`src/rtl/gf2_div_pkg.sv`:
```
// Shared types and constants for the carry-less polynomial divider.
package gf2_div_pkg;

  localparam int unsigned DefAW = 512;
  localparam int unsigned DefBW = 256;

  typedef enum logic [1:0] {
    StIdle,
    StDiv,
    StDone
  } state_e;

  function automatic int unsigned cnt_width(input int unsigned a_w);
    return (a_w > 1) ? $clog2(a_w) : 1;
  endfunction

endpackage

```
`src/rtl/gf2_div_step.sv`:
```
// One combinational long-division step over GF(2)[x]: shift in a dividend bit,
// subtract (XOR) the divisor when the aligned leading coefficient is set.
module gf2_div_step
  import gf2_div_pkg::*;
#(
  parameter int unsigned B_W = DefBW,
  parameter int unsigned D_W = 8
) (
  input  logic [B_W-1:0] r_i,
  input  logic           bit_i,
  input  logic [B_W-1:0] divisor_i,
  input  logic [D_W-1:0] d_i,
  output logic [B_W-1:0] r_o,
  output logic           q_o
);

  localparam int unsigned TW = $clog2(B_W + 1);

  logic [B_W:0] t;
  logic         unused_top;

  always_comb begin
    t   = {r_i, bit_i};
    q_o = t[TW'(d_i)];
    if (q_o) begin
      t = t ^ {1'b0, divisor_i};
    end
    r_o = t[B_W-1:0];
  end

  // r always has degree below d, so the shifted-out top bit is never set.
  assign unused_top = t[B_W];

endmodule

```
`src/rtl/gf2_poly_divider.sv`:
```
// Sequential carry-less polynomial divider, MSB-first, one bit per cycle.
// Define GF2_DIV_RADIX4_EN to retire two quotient bits per cycle.
module gf2_poly_divider
  import gf2_div_pkg::*;
#(
  parameter int unsigned A_W = DefAW,
  parameter int unsigned B_W = DefBW
) (
  input  logic           clk,
  input  logic           rst_n,
  input  logic           in_valid,
  output logic           in_ready,
  input  logic [A_W-1:0] dividend,
  input  logic [B_W-1:0] divisor,
  output logic           out_valid,
  input  logic           out_ready,
  output logic [A_W-1:0] quotient,
  output logic [B_W-1:0] remainder,
  output logic           div0
);

`ifdef GF2_DIV_RADIX4_EN
  localparam int unsigned Steps = 2;
`else
  localparam int unsigned Steps = 1;
`endif
  localparam int unsigned CW = cnt_width(A_W);
  localparam int unsigned DW = (B_W > 1) ? $clog2(B_W) : 1;
  localparam logic [CW-1:0] CntLoad = CW'(A_W / Steps - 1);

  state_e         state_q, state_d;
  logic [CW-1:0]  cnt_q, cnt_d;
  logic [A_W-1:0] dvd_q, dvd_d;
  logic [B_W-1:0] dvs_q, dvs_d;
  logic [DW-1:0]  d_q, d_d;
  logic [B_W-1:0] r_q, r_d;
  logic [A_W-1:0] q_q, q_d;
  logic           div0_q, div0_d;

  logic [DW-1:0]  msb_idx;
  logic [B_W-1:0] r_s1, r_next;
  logic [A_W-1:0] dvd_next, q_next;
  logic           q_s1;

  always_comb begin
    msb_idx = '0;
    for (int k = 0; k < B_W; k++) begin
      if (divisor[k]) begin
        msb_idx = DW'(k);
      end
    end
  end

  // The dividend register shifts left so the current bit is always its MSB.
  gf2_div_step #(
    .B_W(B_W),
    .D_W(DW)
  ) u_step0 (
    .r_i      (r_q),
    .bit_i    (dvd_q[A_W-1]),
    .divisor_i(dvs_q),
    .d_i      (d_q),
    .r_o      (r_s1),
    .q_o      (q_s1)
  );

`ifdef GF2_DIV_RADIX4_EN
  logic [B_W-1:0] r_s2;
  logic           q_s2;

  gf2_div_step #(
    .B_W(B_W),
    .D_W(DW)
  ) u_step1 (
    .r_i      (r_s1),
    .bit_i    (dvd_q[A_W-2]),
    .divisor_i(dvs_q),
    .d_i      (d_q),
    .r_o      (r_s2),
    .q_o      (q_s2)
  );

  assign r_next   = r_s2;
  assign dvd_next = {dvd_q[A_W-3:0], 2'b00};
  assign q_next   = {q_q[A_W-3:0], q_s1, q_s2};
`else
  assign r_next   = r_s1;
  assign dvd_next = {dvd_q[A_W-2:0], 1'b0};
  assign q_next   = {q_q[A_W-2:0], q_s1};
`endif

  always_comb begin
    state_d = state_q;
    cnt_d   = cnt_q;
    dvd_d   = dvd_q;
    dvs_d   = dvs_q;
    d_d     = d_q;
    r_d     = r_q;
    q_d     = q_q;
    div0_d  = div0_q;
    unique case (state_q)
      StIdle: begin
        if (in_valid) begin
          dvd_d   = dividend;
          dvs_d   = divisor;
          d_d     = msb_idx;
          r_d     = '0;
          q_d     = '0;
          div0_d  = (divisor == '0);
          cnt_d   = CntLoad;
          state_d = StDiv;
        end
      end
      StDiv: begin
        // A zero divisor spends no step cycles: quotient and remainder stay cleared.
        if (div0_q) begin
          state_d = StDone;
        end else begin
          r_d   = r_next;
          q_d   = q_next;
          dvd_d = dvd_next;
          cnt_d = cnt_q - 1'b1;
          if (cnt_q == '0) begin
            state_d = StDone;
          end
        end
      end
      StDone: begin
        if (out_ready) begin
          state_d = StIdle;
        end
      end
      default: state_d = StIdle;
    endcase
  end

  always_ff @(posedge clk or negedge rst_n) begin
    if (!rst_n) begin
      state_q <= StIdle;
      cnt_q   <= '0;
      dvd_q   <= '0;
      dvs_q   <= '0;
      d_q     <= '0;
      r_q     <= '0;
      q_q     <= '0;
      div0_q  <= 1'b0;
    end else begin
      state_q <= state_d;
      cnt_q   <= cnt_d;
      dvd_q   <= dvd_d;
      dvs_q   <= dvs_d;
      d_q     <= d_d;
      r_q     <= r_d;
      q_q     <= q_d;
      div0_q  <= div0_d;
    end
  end

  assign in_ready  = (state_q == StIdle);
  assign out_valid = (state_q == StDone);
  assign quotient  = q_q;
  assign remainder = r_q;
  assign div0      = div0_q;

endmodule

```
`config.mk`:
```
export PLATFORM = sky130hd
export DESIGN_NAME = gf2_poly_divider
export DESIGN_NICKNAME = d
export VERILOG_FILES = /design/src/rtl/gf2_div_pkg.sv /design/src/rtl/gf2_div_step.sv /design/src/rtl/gf2_poly_divider.sv
export SDC_FILE = /design/constraint.sdc
export NUM_CORES = 2
export LEC_CHECK = 0
export CAP_MARGIN = 40
export CORE_AREA = 2 2 601 603
export CTS_BUF_LIST = sky130_fd_sc_hd__clkbuf_16
export CTS_CLUSTER_SIZE = 10
export DETAILED_ROUTE_END_ITERATION = 12
export DIE_AREA = 0 0 603 605
export GPL_TIMING_DRIVEN = 0
export PLACE_DENSITY = 0.44
export SYNTH_ARGS = -nofsm -noshare
export SYNTH_HDL_FRONTEND = slang
export SYNTH_SLANG_ARGS = --single-unit
```
`constraint.sdc`:
```
create_clock -name clk -period 3.78 [get_ports clk]
set_clock_uncertainty 0.15 [all_clocks]
set_input_delay 0.756 -clock clk [delete_from_list [all_inputs] [get_ports clk]]
set_output_delay 0.756 -clock clk [all_outputs]
set_load 0.02 [all_outputs]
```
### After elaboration in Yosys (flattened, before gate mapping)

Cells that the tools add are included.

* input port bits: 772
* bits in registers: 1556
* output and inout port bits: 771
* logic and storage cells: 299

* bitwise logic cells: 1
* $add $sub $neg: 1
* magnitude comparators: 1
* multiplexer cells: 275
* reduce and logical (&&, ||, !) cells: 7
* equality and inequality tests: 6

Operator list (count)
* $mux 512: 4
* $pmux 512 s2: 2
* $mux 8: 253
* $mux 256: 3
* $pmux 256 s2: 1
* $logic_not 256->1: 1
* $xor 256x256->256: 1
* $mux 9: 2
* $pmux 9 s2: 1
* $lt 8x10->1 const B: 1
* $mux 2: 5
* $logic_not 9->1: 1
* $sub 9x1->9 const B: 1
* $bmux 1 s8: 1
* $pmux 2 s3: 1
* $reduce_and 3->1: 2
* $ne 2x2->1 const B: 2
* $ne 3x3->1 const B: 1
* $eq 2x1->1 const B: 1
* $eq 2x2->1 const B: 1
* $logic_not 2->1: 1
* $mux 1: 2
* $ne 2x1->1 const B: 1
* $reduce_and 2->1: 1
* $reduce_bool 2->1: 1

### Depth between registers and ports, before layout

* word-level depth: 255
* depth in mapped cells: 12
* gate-level depth less buffers: 8

### Cells and area by module

A second synthesis with hierarchy kept.

* cells, all modules: 7858
* area, all modules: 73520.5 µm²

By module, submodules not included
* gf2_poly_divider: times used 1, area each 63093.0 µm², cells each 6217, seq. area each 38937.3 µm²
* gf2_div_step: times used 1, area each 10427.5 µm², cells each 1641, seq. area each 0.0 µm²

### Worst setup path before layout

OpenSTA, ideal clock, no wires.

* path kind: register to register
* start: reg d_q[0]
* end: reg r_q[248] (netlist: remainder[248])
* setup slack: 0.474 ns
* setup time: 0.066 ns
* stages on the path, launching flop included: 13
* arrival time: 3.089 ns
* clock period less this slack: 3.306 ns
* buffers on the path: 4
* cell sequence: dfrtp_1 > buf_2 > buf_2 > mux4_2 > a22oi_1 > nand2_1 > a22oi_1 > o221ai_1 > mux4_2 > buf_4 > buf_4 > mux2_1 > nand2_1

* word-level cells in the longest chain between the ends: 5

RTL lines
* from (decl): RTL line gf2_poly_divider.sv:35 `logic [DW-1:0] d_q, d_d;`
* from (signal assigned): RTL line gf2_poly_divider.sv:143 `d_q <= '0;`
* from (signal assigned): RTL line gf2_poly_divider.sv:152 `d_q <= d_d;`
* $bmux 1 s8: RTL line gf2_div_step.sv:24 `q_o = t[TW'(d_i)];`
* $mux 1 (not written as such): RTL line gf2_div_step.sv:24
* $mux 256: RTL line gf2_div_step.sv:25 `if (q_o) begin`
* $mux 256: RTL line gf2_poly_divider.sv:116 `if (div0_q) begin`
* $pmux 256 s2: RTL line gf2_poly_divider.sv:101 `unique case (state_q)`
* to (signal assigned): RTL line gf2_poly_divider.sv:153 `r_q <= r_d;`
* to (decl): RTL line gf2_poly_divider.sv:36 `logic [B_W-1:0] r_q, r_d;`

Every way passes these cells. The select of a mux whose other input is x is not followed.
A chain may end at the register's enable or synchronous reset.

### Worst setup path in the final report

* start: reg d_q[0]
* end: reg r_q[71] (netlist: remainder[71])

The elaborated chain is that of the path after synthesis.

==> metrics.md <==
| Metric | Value |
|---|---|
| Mapped Avg Cell Area | about 9.6 um^2 |
| # IOs | 1543 |
| Final clock period utilization by the worst path | 1.05 |
| CP required | about 4.4 ns |
| RSZ-0062 raised after global routing | yes |
| Crit Path Class | reg2reg |
| Vias in the first global route | between 60000 and 70000 |
| GPL Wtd Cong | 0.945 |
| Peak VDD IR | 345 uV |
| Crit Path Max Fanout | 10 |
| Crit path DAT | between 4 and 5 ns |
| Yosys top cell area share | 0.540 |
| Die extent in y | slightly above 600 um |
| Max clock buf depth | 4 |
| Final Hold Fails | 0 |
| Measured slew at the worst slew-check pin | 1.11 ns |
| Post-Route WL | roughly 400000 um |
| Initial antenna violation count | between 200 and 250 |
| Leakage power | between 40 and 50 nW |
| Status | finished, violations left |
| Buf/Inv on CP | 5 |
| CTS sink cnt | 1556 |
| Mapped Nets | slightly above 8000 |
| Largest net degree at the start of global routing | about 160 |
| Share of the yosys chip area belonging to registers | 0.540 |
| Synth cell types | 56 |
| Syn Std Cell Area | 0.0721 mm^2 |
| 1st-pass router iterations | 6 |
| Pwr dens | 445 mW/mm^2 |
| Die X | ~600 um |
| Area Growth Syn to Fin | 44.5% |
| Max H-tree Level | 4 |
| Worst path slowest cell | mux4_2 |
| WHS | between 0.2 and 0.3 ns |
| HP Class | in2reg |
| Share of cells above drive strength 1 | 0.0980 |
| GRT overflow | 0 |
| Number of vias per cell | 4.85 |
| Rows | 220 |
| Top cells by area, synth | dfrtp_1 (54%), nand2_1 (9.7%), a22o_1 (6.3%) |
| Headroom to the max-slew limit | 0.260 |
| Post-synth EDFFs | 0 |
| Total track usage | 0.206 |
| Worst Setup Slack, final | -0.204 ns |
| CP peak stage delay | between 0.6 and 0.7 ns |
| Detailed-route wire length per cell | 27.3 um |
| Failing checks | negative setup slack |
| R2r startpoint | d_q[0]$_DFFE_PN0P_ |
| #FFs+latches synth | around 1600 |
| ANT nets after route | 0 |
| Syn. warnings | 0 |
| DP Wirelength | 311000 um |
| Dominant cell type by area after synthesis | dfrtp_1 |
| Critical Path End Type | flop |
| Launching element of the worst setup path | d_q[0]$_DFFE_PN0P_ |
| Starting Density | 0.201 |
| Beginning of the worst hold path | dividend[107] |
| Reg2reg end | remainder[71]$_DFFE_PN0P_ |
| Worst Hold Endpoint | dvd_q[107]$_DFFE_PN0P_ |
| Element type at the critical path start | flop |
| Core area | between 0.3 and 0.4 mm^2 |
| FF-to-FF path depth | 13 |
| First-pass GRT wire length | 542000 um |
| Residual DRC count | 0 |
| Max Transition Viols Final | 0 |
| Most frequent cell after synthesis | nand2_1 |
| Port-buffer cells | about 1500 |
| Most frequent cells after synthesis | nand2_1 (1871), dfrtp_1 (1556), nor2_1 (639) |
| FFs w/ async S/R, synth | 1.00 |
| CTS tree | yes |
| Final Net Count | a little over 10000 |
| Mapped Cells | approximately 7500 |
| Final setup vio count | between 200 and 250 |
| Final core utilization | 0.291 |
| Root buf cell | clkbuf_16 |
| Primary FF master, synth | dfrtp_1 |
| Clock transition at the registers of the reported paths | 0.06 ns |
| Latest clock arrival within the worst-skew pair | ~0.89 ns |
| F_max | between 200 and 300 MHz |
| Crit-path cells | buf_12, buf_16, mux4_2, a22oi_2, nand2_1, a22oi_2, o221ai_1, mux4_2, buf_12, buf_16, clkbuf_16, mux2_4, nand2_2 |
| TritonCTS Buffers | between 200 and 250 |
| CP delay by family, top | multiplexers |
| Routed vias | approximately 70000 |
| Post-layout min period | between 3 and 4 ns |
| Initial DRC count | about 6500 |
| Max-Cap Viols | 0 |
| Hold path cells | 3 |
| Tot Pwr | between 0.04 and 0.05 W |
| R2R setup slack | -0.20 ns |
| Die Area | roughly 0.36 mm^2 |
[state kept, by name (all words and copies together), names as in the netlist]
signal     cells
cnt_q          9
d_q            8
div0           1
dvd_q        512
dvs_q        256
quotient     512
remainder    256
state_q        2
[stage by stage]
| stage | instances | setup TNS [ns] | area (um^2) | setup WS (ns) |
|---|---|---|---|---|
| after global placement | 13840 | - | 93500 | -73.21 |
| final | 14455 | -25.52 | 104000 | -0.204 |
| after CTS | 14303 | -43.67 | 103000 | -0.272 |
| after global routing | 14425 | -31.69 | 104000 | -0.237 |
| after detailed placement | 13933 | -790.66 | 94900 | -1.55 |
| after floorplan | 7525 | 0 | 72100 | 0.474 |
[worst register-to-register path, stage by stage, from the launching register on]
cell and delay [ns]:
dfrtp_2 0.42, buf_12 0.18, buf_16 0.24, mux4_2 0.65, a22oi_2 0.21, nand2_1 0.18
a22oi_2 0.22, o221ai_1 0.12, mux4_2 0.51, buf_12 0.18, buf_16 0.18, clkbuf_16 0.24
mux2_4 0.30, nand2_2 0.05
[layer usage]
| layer | track usage | wire, um | share of wire | up-vias |
|---|---|---|---|---|
| met2 | 0.336 | 186000 | 0.47 | 2872 |
| met5 | 0 | 245 | 0.00062 | - |
| met1 | 0.251 | 157000 | 0.40 | 35764 |
| met3 | 0.0501 | 29100 | 0.074 | 808 |
| met4 | 0.111 | 22100 | 0.056 | 38 |
| li1 | - | - | - | 30630 |
[cells by family (layout without fill, tap and decap cells)]
| logic type | after synthesis | after routing | synth area share |
|---|---|---|---|
| AO/OA/AOI/OAI | 1810 | 1810 | 0.181 |
| XOR/XNOR | 1 | 1 | 0.000122 |
| flip-flops | 1556 | 1556 | 0.540 |
| adder cells (fa/ha/maj) | 1 | 1 | 0.000174 |
| buffers and inverters | 870 | 2914 | 0.0481 |
| AND/OR/NAND/NOR | 2966 | 2966 | 0.170 |
| other | 0 | 113 | 0 |
| multiplexers | 321 | 321 | 0.0603 |
[cells in the final DEF, fill, tap and decap left out, types with 65 or more instances in the layout]
| cell | count |
|---|---|
| o21ai_0 | 308 |
| mux4_2 | 65 |
| inv_1 | 362 |
| a22o_1 | 522 |
| a32oi_1 | 256 |
| nor2_1 | 638 |
| clkbuf_16 | 212 |
| nand2_2 | 139 |
| nand2_1 | 1731 |
| nor4_1 | 66 |
| mux2_4 | 209 |
| diode_2 | 113 |
| a31oi_1 | 517 |
| clkbuf_1 | 484 |
| dfrtp_1 | 1555 |
| clkdlybuf4s50_1 | 1541 |
| or3_1 | 262 |
[power breakdown]
part | internal, W | total [W] | leakage [nW] | switching [W]
sequential | 0.0176 | 0.0194 | 17.3 | 0.00182
clock | 0.00996 | 0.0178 | 3.03 | 0.00786
combinational | 0.00444 | 0.00911 | 24.0 | 0.00467
[worst max path at each step]
stage	end	slack, ns	depth (start not counted)
floorplan	remainder[248]$_DFFE_PN0P_	0.47	12
global placement	quotient[173]$_DFFE_PN0P_	-73.21	1
detailed placement	remainder[251]$_DFFE_PN0P_	-1.55	10
CTS	remainder[55]$_DFFE_PN0P_	-0.27	15
global route	remainder[176]$_DFFE_PN0P_	-0.24	14
finish	remainder[71]$_DFFE_PN0P_	-0.20	13
[repair_timing]
action,in CTS,in global routing
pin swaps,6,8
hold buffers,3,15
endpoints found under the hold margin,112,115
setup endpoints to repair,823,283
gates cloned,18,6
setup buffers,23,31
resized for setup,337,204
[cell type report]
type	instances	area, um^2
Tap cell	4773	5970
Inverter	307	1150
Sequential cell	1556	38900
Fill cell	37684	254000
Antenna cell	113	283
Clock inverter	125	768
Clock buffer	203	5080
Buffer	558	2770
Timing Repair Buffer	1721	18200
Multi-Input combinational cell	5099	31000
Power figures use the tool's default switching activity.
